## config.mk

```make
export PLATFORM = sky130hd
export DESIGN_NAME = alu_req_arbiter
export DESIGN_NICKNAME = d
export VERILOG_FILES = /design/src/rtl/alu_req_arbiter.sv
export SDC_FILE = /design/constraint.sdc
export NUM_CORES = 1
export LEC_CHECK = 0
export BUFFER_PORTS_ARGS = -buffer_cell sky130_fd_sc_hd__buf_2
export CAP_MARGIN = 20
export CELL_PAD_IN_SITES_DETAIL_PLACEMENT = 1
export CELL_PAD_IN_SITES_GLOBAL_PLACEMENT = 1
export CORE_MARGIN = 8
export CORE_UTILIZATION = 34
export DETAILED_ROUTE_END_ITERATION = 12
export GPL_ROUTABILITY_DRIVEN = 0
export PLACE_DENSITY_LB_ADDON = 0.1
export SLEW_MARGIN = 5
export SYNTH_ARGS = -nofsm -noshare
export SYNTH_HDL_FRONTEND = slang
export SYNTH_SLANG_ARGS = --single-unit
```

## constraint.sdc

```tcl
create_clock -name clk -period 4.3 [get_ports clk]
set_input_delay 0.215 -clock clk [delete_from_list [all_inputs] [get_ports clk]]
set_output_delay 0.215 -clock clk [all_outputs]
set_load 0.02 [all_outputs]
```

## src/rtl/alu_req_arbiter.sv

```systemverilog
// Round-robin arbiter sharing one ALU between two valid/ready requesters.
// Optional opcode legality check enabled by defining ALU_OPCHECK_EN.
module alu_req_arbiter #(
   parameter int DATA_WIDTH = 32
) (
   input  logic                  clk,
   input  logic                  rst,
   input  logic                  req0_valid,
   output logic                  req0_ready,
   input  logic [DATA_WIDTH-1:0] req0_src1,
   input  logic [DATA_WIDTH-1:0] req0_src2,
   input  logic [3:0]            req0_op,
   input  logic                  req1_valid,
   output logic                  req1_ready,
   input  logic [DATA_WIDTH-1:0] req1_src1,
   input  logic [DATA_WIDTH-1:0] req1_src2,
   input  logic [3:0]            req1_op,
   output logic [DATA_WIDTH-1:0] alu_src1,
   output logic [DATA_WIDTH-1:0] alu_src2,
   output logic [3:0]            alu_control,
   input  logic [DATA_WIDTH-1:0] alu_result,
   input  logic                  alu_zero,
   output logic                  rsp_valid,
   input  logic                  rsp_ready,
   output logic                  rsp_id,
   output logic [DATA_WIDTH-1:0] rsp_result,
   output logic                  rsp_zero,
   output logic                  rsp_err
);

   typedef enum logic [1:0] {
      IDLE = 2'b00,
      EXEC = 2'b01,
      RESP = 2'b10
   } state_t;

   state_t state;
   state_t state_next;
   logic   last_grant;
   logic   grant_valid;
   logic   grant_id;

`ifdef ALU_OPCHECK_EN
   function automatic logic op_illegal(input logic [3:0] op);
      case (op)
         4'b0000, 4'b0001, 4'b0010, 4'b0110, 4'b0111, 4'b1100: op_illegal = 1'b0;
         default:                                              op_illegal = 1'b1;
      endcase
   endfunction
`endif

   // Winner selection: a lone valid always wins, a tie goes to the requester not served last.
   always_comb begin
      grant_valid = 1'b0;
      grant_id    = 1'b0;
      if (req0_valid && req1_valid) begin
         grant_valid = 1'b1;
         grant_id    = ~last_grant;
      end else if (req0_valid) begin
         grant_valid = 1'b1;
         grant_id    = 1'b0;
      end else if (req1_valid) begin
         grant_valid = 1'b1;
         grant_id    = 1'b1;
      end else begin
         grant_valid = 1'b0;
         grant_id    = 1'b0;
      end
   end

   // State register.
   always_ff @(posedge clk or posedge rst) begin
      if (rst) begin
         state <= IDLE;
      end else begin
         state <= state_next;
      end
   end

   // Next-state logic.
   always_comb begin
      state_next = state;
      case (state)
         IDLE: begin
            if (grant_valid) state_next = EXEC;
            else             state_next = IDLE;
         end
         EXEC: state_next = RESP;
         RESP: begin
            if (rsp_valid && rsp_ready) state_next = IDLE;
            else                        state_next = RESP;
         end
         default: state_next = IDLE;
      endcase
   end

   // Ready outputs: only in IDLE, only for the winner, never during reset.
   always_comb begin
      req0_ready = 1'b0;
      req1_ready = 1'b0;
      if (!rst && (state == IDLE) && grant_valid) begin
         req0_ready = ~grant_id;
         req1_ready = grant_id;
      end else begin
         req0_ready = 1'b0;
         req1_ready = 1'b0;
      end
   end

   // Operand latch, grant history and response registers.
   always_ff @(posedge clk or posedge rst) begin
      if (rst) begin
         last_grant  <= 1'b1;
         alu_src1    <= '0;
         alu_src2    <= '0;
         alu_control <= 4'b0000;
         rsp_valid   <= 1'b0;
         rsp_id      <= 1'b0;
         rsp_result  <= '0;
         rsp_zero    <= 1'b0;
`ifdef ALU_OPCHECK_EN
         rsp_err     <= 1'b0;
`endif
      end else begin
         case (state)
            IDLE: begin
               if (grant_valid) begin
                  alu_src1    <= grant_id ? req1_src1 : req0_src1;
                  alu_src2    <= grant_id ? req1_src2 : req0_src2;
                  alu_control <= grant_id ? req1_op   : req0_op;
                  rsp_id      <= grant_id;
                  last_grant  <= grant_id;
               end
            end
            EXEC: begin
               rsp_valid <= 1'b1;
`ifdef ALU_OPCHECK_EN
               if (op_illegal(alu_control)) begin
                  rsp_result <= '0;
                  rsp_zero   <= 1'b0;
                  rsp_err    <= 1'b1;
               end else begin
                  rsp_result <= alu_result;
                  rsp_zero   <= alu_zero;
                  rsp_err    <= 1'b0;
               end
`else
               rsp_result <= alu_result;
               rsp_zero   <= alu_zero;
`endif
            end
            RESP: begin
               if (rsp_ready) rsp_valid <= 1'b0;
            end
            default: begin
               rsp_valid <= 1'b0;
            end
         endcase
      end
   end

`ifndef ALU_OPCHECK_EN
   assign rsp_err = 1'b0;
`endif

endmodule

```

==> results.sh <==
export IMPL_chipHeight_microns=135
export IMPL_rsz0062_at_grt="false"
export IMPL_syn_inst=432
export IMPL_viasPerCell=5.01
export IMPL_cts_root_buf="clkbuf_16"
export IMPL_synth_compound_area_share_pct=20.3
export IMPL_setup_violations=0
export IMPL_synth_nets=606
export IMPL_syn_area_sq_mm=0.00481
export IMPL_first_iter_violations=165
export IMPL_synth_seq_cells=106
export IMPL_yosys_area_top_type="dfrtp_1"
export IMPL_setup_tns_final_ns=0
export IMPL_maxCapViolCount=0
export IMPL_seqCellArea_sq_mm=0.00265
export IMPL_final_antenna_net_count=0
export IMPL_cts_setup_buffers=0
export IMPL_insertion_delay_ns=0.35
export IMPL_dieArea_sq_mm=0.0182
export IMPL_power_density_mw_per_mm2=800
export IMPL_slew_viol_final=0
export IMPL_async_flop_share_pct=100
export IMPL_synth_top_family_by_area="compound AO/OA/AOI/OAI gates"
export IMPL_wl_per_cell_microns=19.8
export IMPL_relSlewSlack_pct=45.6
export IMPL_synthXorXnorAreaFrac_pct=0
export IMPL_cts_hold_buf=0
export IMPL_die_width_microns=135
export IMPL_worstMarginPinSlew_ns=0.813
export IMPL_yosys_area_share_adder_pct=0
export IMPL_drive_above_1_share_pct=48.8
export IMPL_synth_most_common_cell="dfrtp_1"
export IMPL_cts_resized=0
export IMPL_leakagePower_nw=3.11
export IMPL_rows=43
export IMPL_grt_total_usage_pct=19.0
export IMPL_fin_crit_ns=2.83
export IMPL_fin_skew_ns=0.00671
export IMPL_synth_main_ff_cell="dfrtp_1"
export IMPL_path_cells="nor2_4 -> nand3_1 -> nor2_1 -> buf_2"
export IMPL_multiInputGateArea_sq_mm=0.00191
export IMPL_cp_max_fo=29
export IMPL_end_kind="output pin"
export IMPL_crit_arrival_ns=2.62
export IMPL_synth_edff_count=0
export IMPL_crit_type="flip-flop to output pin"
export IMPL_vias=4386
export IMPL_max_freq_mhz=353
export IMPL_vdd_drop_max_uv=317
export IMPL_muxShareOfSynthArea_pct=7.72
export IMPL_synth_distinct_cells=32
export IMPL_grt_pass1_vias=5048
export IMPL_final_setup_worst_slack_ns=1.47
export IMPL_ys_seq_area_share_pct=55.1
export IMPL_drc_errors=0
export IMPL_core_area_sq_mm=0.0139
export IMPL_cts_made_buffers=9
export IMPL_cp_slowest_cell="nand3_1"
export IMPL_holdWs_ns=0.00456
export IMPL_areaGrowthSynthToFinish_pct=36.1
export IMPL_first_pass_iters=5
export IMPL_nets=863
export IMPL_grt_start_max_net_pins=70
export IMPL_avgSynthCellArea_sq_um=11.1
export IMPL_yosysTopAreaCellShare_pct=54.6
export IMPL_outcome="finished clean"
export IMPL_cts_tree="done"
export IMPL_place_area_sq_mm=0.00624
export IMPL_fill_cells=1652
export IMPL_h_tree_depth=3
export IMPL_io_buffer_count=278
export IMPL_cts_clk_slew_worst_paths_ns=0.07
export IMPL_synth_common_cells="dfrtp_1 (105), nand2_1 (99), a21oi_1 (49)"
export IMPL_synth_area_leaders="dfrtp_1 (55%), nand2_1 (7.7%), mux2_1 (6.8%)"
export IMPL_final_hold_viol_count=0
export IMPL_start_kind="flip-flop"
export IMPL_pre_cts_ws_ns=1.71
export IMPL_antenna_found_initial=3
export IMPL_grt_overflow=0
export IMPL_grt_first_pass_wirelength_microns=27100
export IMPL_synth_simple_area_share_pct=11.5
export IMPL_critPathRequiredTime_ns=4.09
export IMPL_period_share_pct=65.9
export IMPL_final_util_pct=47.2
export IMPL_critPathMaxStageDelay_ns=0.77
export IMPL_clockBufferDepth=2
export IMPL_clock_sinks=106
export IMPL_start_util_pct=34.7
export IMPL_dp_hpwl_microns=13100
export IMPL_hp_class="primary input to async pin"
export IMPL_final_area_sq_mm=0.00655
export IMPL_yosys_warnings=0
export IMPL_wirelength_microns=17300
export IMPL_io_pins=280
[cells by family after synthesis]
logic type	Yosys count
multiplexers	33
flip-flops	106
other	1
AO/OA/AOI/OAI	124
buffers and inverters	41
AND/OR/NAND/NOR	127
[worst max-delay path: cells and delay by family (launching register included)]
family / cells / cell delay (ns)
simple gates: 3 / 1.61
buf+inv: 1 / 0.20
flops: 1 / 0.45
[registers in the layout, indices dropped and copies added (netlist names)]
register / cells
alu_control: 4
state: 2
rsp_result: 32
alu_src2: 32
last_grant: 1
alu_src1: 32
rsp_valid: 1
rsp_id: 1
rsp_zero: 1
[cell usage in the layout (no fill, tap or decap), types with 2 or more instances in the layout]
cell / Yosys / layout
a31oi_1: 39 / 39
a22o_1: 2 / 2
nand2_1: 99 / 99
diode_2: 0 / 2
clkbuf_16: 0 / 9
or3_1: 19 / 19
buf_4: 2 / 7
mux2_2: 4 / 4
buf_2: 15 / 278
a21oi_1: 49 / 49
a31oi_4: 10 / 10
inv_6: 0 / 2
o221a_2: 15 / 15
dfrtp_1: 105 / 105
clkinvlp_4: 0 / 3
mux2_1: 29 / 29
o221a_1: 4 / 4
[per-stage QoR]
stage	instances	total power [mW]
2_1_floorplan	432	3.59
3_3_place_gp	858	4.40
3_5_place_dp	858	4.48
4_1_cts	874	5.34
5_1_grt	875	5.62
6_report	876	5.24
[report_power, final]
part           internal [mW]  total [mW]  switching, mW
registers               1.52        1.80          0.287
logic                  0.963        2.60           1.64
clock network          0.455       0.835          0.380
total                   2.93        5.24           2.30
[routing by layer]
metal / part of all wire, % / wire length (microns) / GRT usage (%) / up-vias
li1: - / - / - / 2061
met1: 40 / 6930 / 21.7 / 2123
met2: 50 / 8650 / 33.0 / 175
met3: 8.1 / 1410 / 5.79 / 23
met4: 1.7 / 297 / 6.35 / 4
met5: 0.16 / 27 / 0 / -
[final cells by class]
class / count / area share [%]
repair buffers: 285 / 22.0
inverters: 2 / 0.153
clock inverters: 7 / 1.15
well taps: 180 / 3.44
multi-input cells: 285 / 29.2
clock buffers: 9 / 3.44
flip-flops and latches: 106 / 40.5
diodes: 2 / 0.0764
[final timing paths]
check | from | endpoint | slack (ns) | cells past startpoint
max in group asynchronous | rst | alu_src1[5] | 3.16 | 3
setup reg to reg | state[0] | alu_src1[15] | 1.75 | 5
min in group clk | alu_result[23] | rsp_result[23] | 0.08 | 2
hold reg to reg | rsp_result[2] | rsp_result[2] | 0.48 | 1
hold / removal | rst | alu_src1[10] | 0.005 | 2
setup / recovery | state[0] | req0_ready | 1.47 | 4
No activity file was read; power rests on OpenSTA's default activity.
